==> src/rtl/value_registers_pkg.sv <==
// Shared field widths and bit positions for the host-visible value registers.
package value_registers_pkg;

  localparam int STATUS_WIDTH = 16;
  localparam int ERROR_WIDTH  = 16;
  localparam int BYTE_WIDTH   = 8;
  localparam int OCC_WIDTH    = 7;

  localparam int STATUS_RX_DATA_READY = 0;
  localparam int STATUS_RX_ACTIVE     = 8;
  localparam int STATUS_TX_ACTIVE     = 9;

  localparam int ERROR_RX = 0;
  localparam int ERROR_TX = 8;

endpackage

==> src/rtl/value_registers_reg.sv <==
// Plain D-to-Q register word with asynchronous active-low clear.
module value_reg
  import value_registers_pkg::*;
#(
  parameter int WIDTH = BYTE_WIDTH
) (
  input  logic             clk,
  input  logic             nRst,
  input  logic [WIDTH-1:0] d,
  output logic [WIDTH-1:0] q
);

  // Capture the packed word every edge; reset clears it without waiting for clk.
  always_ff @(posedge clk or negedge nRst) begin
    if (!nRst) q <= '0;
    else       q <= d;
  end

endmodule

==> src/rtl/value_registers.sv <==
// Packs live status/error/occupancy/EHTS inputs into host-readable words,
// each held in its own register so every output comes straight from flops.
module value_registers
  import value_registers_pkg::*;
(
  input  logic                    clk,
  input  logic                    nRst,
  input  logic                    rxDataReady,
  input  logic                    rxTransferActive,
  input  logic                    txTransferActive,
  input  logic                    rxError,
  input  logic                    txError,
  input  logic [OCC_WIDTH-1:0]    bufferOccupancy,
  input  logic [BYTE_WIDTH-1:0]   nextEHTSData,
  output logic [STATUS_WIDTH-1:0] statusData,
  output logic [ERROR_WIDTH-1:0]  errorData,
  output logic [BYTE_WIDTH-1:0]   boData,
  output logic [BYTE_WIDTH-1:0]   ehtsData
);

  logic [STATUS_WIDTH-1:0] statusNext;
  logic [ERROR_WIDTH-1:0]  errorNext;
  logic [BYTE_WIDTH-1:0]   boNext;

  // Place each flag at its fixed bit; all unused bits stay zero.
  always_comb begin
    statusNext = '0;
    errorNext  = '0;
    statusNext[STATUS_RX_DATA_READY] = rxDataReady;
    statusNext[STATUS_RX_ACTIVE]     = rxTransferActive;
    statusNext[STATUS_TX_ACTIVE]     = txTransferActive;
    errorNext[ERROR_RX]              = rxError;
    errorNext[ERROR_TX]              = txError;
    boNext = {{(BYTE_WIDTH - OCC_WIDTH){1'b0}}, bufferOccupancy};
  end

  value_reg #(.WIDTH(STATUS_WIDTH)) statusReg (
    .clk (clk),
    .nRst(nRst),
    .d   (statusNext),
    .q   (statusData)
  );

  value_reg #(.WIDTH(ERROR_WIDTH)) errorReg (
    .clk (clk),
    .nRst(nRst),
    .d   (errorNext),
    .q   (errorData)
  );

  value_reg #(.WIDTH(BYTE_WIDTH)) boReg (
    .clk (clk),
    .nRst(nRst),
    .d   (boNext),
    .q   (boData)
  );

  value_reg #(.WIDTH(BYTE_WIDTH)) ehtsReg (
    .clk (clk),
    .nRst(nRst),
    .d   (nextEHTSData),
    .q   (ehtsData)
  );

endmodule

==> config.mk <==
export PLATFORM = sky130hd
export DESIGN_NAME = value_registers
export DESIGN_NICKNAME = d
export VERILOG_FILES = /design/src/rtl/value_registers_pkg.sv /design/src/rtl/value_registers_reg.sv /design/src/rtl/value_registers.sv
export SDC_FILE = /design/constraint.sdc
export NUM_CORES = 1
export LEC_CHECK = 0
export BUFFER_PORTS_ARGS = -buffer_cell sky130_fd_sc_hd__buf_2
export CAP_MARGIN = 20
export CORE_ASPECT_RATIO = 0.75
export CORE_MARGIN = 2
export CORE_UTILIZATION = 37
export CTS_BUF_LIST = sky130_fd_sc_hd__clkbuf_4 sky130_fd_sc_hd__clkbuf_8 sky130_fd_sc_hd__clkbuf_16
export CTS_CLUSTER_DIAMETER = 80
export CTS_CLUSTER_SIZE = 8
export DETAILED_ROUTE_END_ITERATION = 7
export PLACE_DENSITY = 0.93
export SLEW_MARGIN = 10
export SYNTH_ARGS = -nofsm -noshare
export SYNTH_HDL_FRONTEND = slang
export SYNTH_SLANG_ARGS = --single-unit
==> constraint.sdc <==
create_clock -name clk -period 0.9 [get_ports clk]
set_clock_uncertainty 0.2 [all_clocks]
set_input_delay 0.09 -clock clk [delete_from_list [all_inputs] [get_ports clk]]
set_output_delay 0.09 -clock clk [all_outputs]
set_load 0.01 [all_outputs]
; After elaboration in Yosys (flattened, before gate mapping)
; Index checks and enable logic that the tools add are counted.
[totals]
ff_bits = 20
in_bits = 22

; Logic depth before layout (Yosys ltp)
; Gate-level depths: netlist (run 1).
[logic_depth]
word_depth = 0
mapped_depth = 1
ltp_nobuf = 0

; Hierarchy
; From an unflattened synthesis (run 1), not the netlist that was laid out.
[unflattened]
hier_cells = 49
area_unflattened_um2 = 1204.9
[modules_own_cells]
columns = module, cells_per_inst, n_inst, area_per_inst_um2
row1 = value_reg (errorReg ...), 16, 2, 400.4
row2 = value_reg (boReg ...), 8, 2, 200.2
row3 = value_registers, 1, 1, 3.8

; Least setup slack after synthesis (run 1)
; No wires, ideal clock.
[synth_path]
path_kind = register to output
startpoint = reg boReg.q[0]
endpoint = out boData[0]
t_required_ns = 0.610
arrival_ns = 0.376
setup_slack_ns = 0.234
path_stages_with_launch = 1
path_cell_list = dfrtp_1
[synth_rtl]
columns = element, line
row1 = start: declaration, value_registers_reg.sv:10  ; output logic [WIDTH-1:0] q
row2 = start signal: assignment, value_registers_reg.sv:15  ; if (!nRst) q <= '0;
row3 = start signal: assignment, value_registers_reg.sv:16  ; else q <= d;
row4 = end: declaration, value_registers.sv:17  ; output logic [BYTE_WIDTH-1:0] boData,
; No word-level cell between the ends.

; Final worst setup path (run 1)
[layout_path]
startpoint = reg ehtsReg.q[4]
endpoint = out ehtsData[4]
[layout_rtl]
columns = element, line
row1 = start: declaration, value_registers_reg.sv:10
row2 = start signal: assignment, value_registers_reg.sv:15
row3 = start signal: assignment, value_registers_reg.sv:16
row4 = end: declaration, value_registers.sv:18  ; output logic [BYTE_WIDTH-1:0] ehtsData
; No word-level cell between the ends.

==> metrics.yaml, run 1 <==
status: "finished, violations left"
failed_checks: "setup timing"
synth_common_cells: "buf_4 (28), dfrtp_1 (20), conb_1 (1)"
grt_pass1_wl_um: 1752
ant_nets: 0
period_minus_slack_ns: 1.090
grt_pass1_vias: 413
antennaDiodeCount: 0
initial_core_util: 0.4030
fill_cells: 142
die_h_um: 42.06
cp_num_buf_inv: 1
synthArstFlopShare: 1.000
finalSetupViolCount: 20
p_leak_nw: 0.5959
htreeDepth: 1
area_growth_pct: 52.72
synthCells: 49
via_count: 457
antenna_found_initial: 0
cts_num_sinks: 20
grt_max_degree: 21
fin_area_um2: 1091
hold_path.class: "input port to async pin"
dieArea_um2: 2302
powerDensity_nw_per_um2: 1553
vias_per_cell: 3.360
overflow: 0
dp_hpwl_um: 884.5
synth.area.top_cells: "dfrtp_1 (70%), buf_4 (29%), conb_1 (0.53%)"
cap_violations: 0
worstPathRequired_ns: 0.61
cp_max_fo: 1
die_w_um: 54.74
vdd_drop_max_mv: 0.9812
place_ws_ns: 0.1323
drive_gt1_frac: 0.3947
synth_edf_count: 0
post-cts-setup-buffers: 0
fin_nets: 137
cts_buffers: 3
slew_violations: 0
crit_type: "flop to output port"
gp_congestion: 0.6791
cp_slowest_cell: "dfrtp_1"
max_freq_mhz: 917.2
yosysSeqAreaShare: 0.7005
finalWorstSetupSlack_ns: -0.1903
placed_area_um2: 838.3
drcViolationCount: 0
ios: 70
cts_buffer_depth: 2
syn_area_per_cell_um2: 14.58
rsz0062_at_grt: "true"
finalHoldWorstSlack_ns: 0.06288
finalCritPeriodShare: 1.211
netlist_area_um2: 714.4
drt_iter0_drc: 4
startpoint_type: "flop"
path_clk_slew_ns: 0.10
synth-main-ff-cell: "dfrtp_1"
synth.most_common_cell: "buf_4"
avgRoutedWirePerCell_um: 8.919
cp.arrival_ns: 0.80
portBuffers: 41
synthDistinctLibCells: 3
final_util: 0.6154
cp_top_family: "flip-flops"
track_usage: 0.1097
slowest_delay_ns: 0.38
cts_tree: "done"
synth.top_cell.area_share: 0.7005
yosysWarnings: 0
core_region_area_um2: 1773
hold_violations: 0
wirelength_um: 1213
crit_chain: "buf_2"
clockRootBuffer: "clkbuf_4"
ys_seq_elements: 20
crit_path_end_kind: "output port"
first_pass_iters: 2
synth_top_area_cell: "dfrtp_1"
fp-row-count: 13
[timing repair]
action / in CTS / in global routing
resized for setup: 0 / 1
hold endpoints to repair: 40 / 0
hold buffers: 21 / 0
setup endpoints to repair: 20 / 20
[metal layers]
layer,global-route usage,part of all wire,vias up
met5,0,0,-
met1,0.1114,0.33,203
li1,-,-,220
met4,0.06000,0,0
met3,0.03214,0.11,0
met2,0.1929,0.56,34
[kinds of logic (layout without fill, tap and decap cells)]
kind of cell / count (synthesis) / after routing / share of synthesized area
buffers and inverters: 28 / 66 / 0.2942
flip-flops: 20 / 20 / 0.7005
other: 1 / 28 / 0.005249
[per-stage QoR]
stage	TNS, ns	power [mW]	instances
floorplan	0	1.140	76
global placement	0	1.150	111
detailed placement	0	1.153	111
CTS	-3.810	1.713	136
global route	-4.436	1.786	136
finish	-3.555	1.695	136
[worst max path at each step]
stage,depth (start not counted),end,start
final,1,ehtsData[4],ehtsReg.q[4]
after floorplan,0,boData[0],boReg.q[0]
after global routing,1,ehtsData[6],ehtsReg.q[6]
after detailed placement,1,ehtsData[3],ehtsReg.q[3]
after CTS,1,ehtsData[3],ehtsReg.q[3]
after global placement,1,boData[4],boReg.q[4]
[cell usage in the layout, fill, tap and decap left out]
master,count
dfrtp_1,20
dlygate4sd3_1,21
clkbuf_8,1
buf_6,1
buf_2,40
clkbuf_4,3
conb_1,28
[sequential cells by signal, indices dropped and copies added, names as in the netlist]
signal,count
boReg.q,7
ehtsReg.q,8
errorReg.q,2
statusReg.q,3
[power by group]
part / total [mW] / switching (mW) / internal [mW]
registers: 0.953 / 0.0102 / 0.943
logic: 0.256 / 0.132 / 0.124
clock network: 0.486 / 0.240 / 0.246
[cell type report]
class	instances	area [µm²]	share of cell area
clock buffers	4	36.28	0.03326
multi-input cells	28	105.1	0.09633
flip-flops and latches	20	500.5	0.4587
well taps	22	27.53	0.02523
repair buffers	62	421.7	0.3865
Power figures use the tool's default switching activity.
==> run 2: changes to the inputs <==
Settings changed: BUFFER_PORTS_ARGS -buffer_cell sky130_fd_sc_hd__buf_2 to not set, CORE_ASPECT_RATIO 0.75 to not set, CORE_UTILIZATION 37 to 50, DONT_BUFFER_PORTS set to 1, PLACE_DENSITY 0.93 to 0.76.
==> run 2 against run 1 <==
The flow finishes with violations (hold timing, setup timing). Largest cell class unchanged. Sequential cell count unchanged. Setup slack better by 0.084 ns. Non-clock buffer count down 42. Global-route usage up 3.2 points. Total power down 5.4%. Wire length down 3.5%. Hold slack worse by 0.79 ns. Sequential power up 3.5%. Count of clock-buffer cells in the layout unchanged. Critical path type unchanged. Final area down 21%. Combinational power down 52%.
==> metrics.yaml, run 2 (synthesis results as in run 1) <==
via_count: 338  # was 457
max_freq_mhz: 993.5  # was 917.2 MHz
finalCritPeriodShare: 1.118  # was 1.211
finalSetupViolCount: 20  # unchanged
failed_checks: "hold timing, setup timing"  # was setup timing
finalWorstSetupSlack_ns: -0.1066  # was -0.1903 ns
ios: 70  # unchanged
crit_type: "flop to output port"  # unchanged
grt_max_degree: 21  # unchanged
largest_reg_flops: 8  # unchanged
powerDensity_nw_per_um2: 1863  # was 1553 nW/µm²
final_util: 0.6534  # was 0.6154
cp_max_fo: 1  # unchanged
period_minus_slack_ns: 1.007  # was 1.090 ns
hold_path.class: "input port to async pin"  # unchanged
vdd_drop_max_mv: 1.353  # was 0.9812 mV
fin_nets: 95  # was 137
initial_core_util: 0.5423  # was 0.4030
grt_util_met2: 0.2344  # was 0.1929
worstPathRequired_ns: 0.61  # about the same
cp.arrival_ns: 0.72  # was 0.80 ns
cts_tree: "done"  # unchanged
regMostFlops: "ehtsReg.q"  # unchanged
fill_cells: 105  # was 142
fin_cells: 87  # was 136
dp_hpwl_um: 679.9  # was 884.5 µm
cts_buffers: 3  # unchanged
place_ws_ns: 0.2209  # was 0.1323 ns
htreeDepth: 1  # unchanged
die_h_um: 41.80  # was 42.06 µm
gp_congestion: 0.5652  # was 0.6791
largestRegisters: "ehtsReg.q (8), boReg.q (7), statusReg.q (3)"  # unchanged
slew_violations: 0  # unchanged
die_w_um: 41.80  # was 54.74 µm
top_usage_layer: "met2"  # unchanged
dieArea_um2: 1747  # was 2302 µm²
portBuffers: 0  # was 41
antennaDiodeCount: 0  # unchanged
first_pass_iters: 1  # was 2
p_leak_nw: 0.4283  # was 0.5959 nW
antenna_found_initial: 0  # unchanged
drt_iter0_drc: 0  # was 4
overflow: 0  # unchanged
final_common_cell: "conb_1"  # was buf_2
grt.met1_usage: 0.1312  # was 0.1114
layout_common_cells: "conb_1 (28), dfrtp_1 (20), dlygate4sd3_1 (20), clkbuf_4 (3), clkbuf_8 (1)"  # was buf_2 (40), conb_1 (28), dlygate4sd3_1 (21), dfrtp_1 (20), clkbuf_4 (3)
cap_violations: 0  # unchanged
grt_pass1_vias: 334  # was 413
grt_pass1_wl_um: 1683  # was 1752 µm
use_met3: 0.09130  # was 0.03214
core_region_area_um2: 1318  # was 1773 µm²
area_growth_pct: 20.49  # was 52.72%
path_clk_slew_ns: 0.11  # was 0.10 ns
cts_hold_buf: 20  # was 21
fp-row-count: 13  # unchanged
ant_nets: 0  # unchanged
cts_num_sinks: 20  # unchanged
clockRootBuffer: "clkbuf_4"  # unchanged
wirelength_um: 1171  # was 1213 µm
status: "finished, violations left"  # unchanged
track_usage: 0.1419  # was 0.1097
startpoint_type: "flop"  # unchanged
hold_violations: 20  # was 0
vias_per_cell: 3.885  # was 3.360
rsz0062_at_grt: "true"  # unchanged
cts_buffer_depth: 2  # unchanged
avgRoutedWirePerCell_um: 13.46  # was 8.919 µm
final.setup.tns_ns: -1.929  # was -3.555 ns
crit_path_end_kind: "output port"  # unchanged
finalHoldWorstSlack_ns: -0.7228  # was 0.06288 ns
placed_cells: 63  # was 111
drive_gt1_frac: 0.05556  # was 0.3947
drcViolationCount: 0  # unchanged
==> run 2: power by group <==
group          switching [mW]  internal, mW  total [mW]
registers              0.0420         0.944       0.986
clock network           0.248         0.246       0.494
logic                  0.0660        0.0575       0.124
total                   0.356          1.25        1.60
==> run 2: per-stage QoR <==
stage                     instance area, µm²  total power, mW
after floorplan                        815.8            1.140
after global placement                 624.3            1.055
after detailed placement               624.3            1.055
after CTS                              860.8            1.606
after global routing                   860.8            1.680
final                                  860.8            1.604
==> run 2: final cells by class <==
class                      count  area [µm²]  share of cell area
multi-input combinational     28       105.1              0.1221
timing repair buffer          20       200.2              0.2326
sequential                    20       500.5              0.5814
clock buffer                   4       36.28             0.04215
tap                           15       18.77             0.02180
==> run 2: what timing repair did <==
item	4_1_cts	5_1_grt
buffers inserted	0	0
hold endpoints to repair	40	20
resized for setup	0	0
pin swaps	0	0
endpoints found under the setup margin	20	20
==> run 2: how the worst max path moves through the flow <==
stage | from | end | slack [ns] | cells past startpoint
floorplan | boReg.q[0] | boData[0] | 0.23 | 0
global placement | ehtsReg.q[5] | ehtsData[5] | 0.22 | 0
detailed placement | statusReg.q[9] | statusData[9] | 0.22 | 0
CTS | boReg.q[0] | boData[0] | -0.12 | 0
global route | boReg.q[0] | boData[0] | -0.15 | 0
finish | boReg.q[0] | boData[0] | -0.11 | 0
==> run 2: routing by layer <==
metal	part of all wire	vias to the layer above
li1	-	137
met1	0.28	161
met2	0.57	38
met3	0.14	2
met4	0.0051	0
met5	0	-
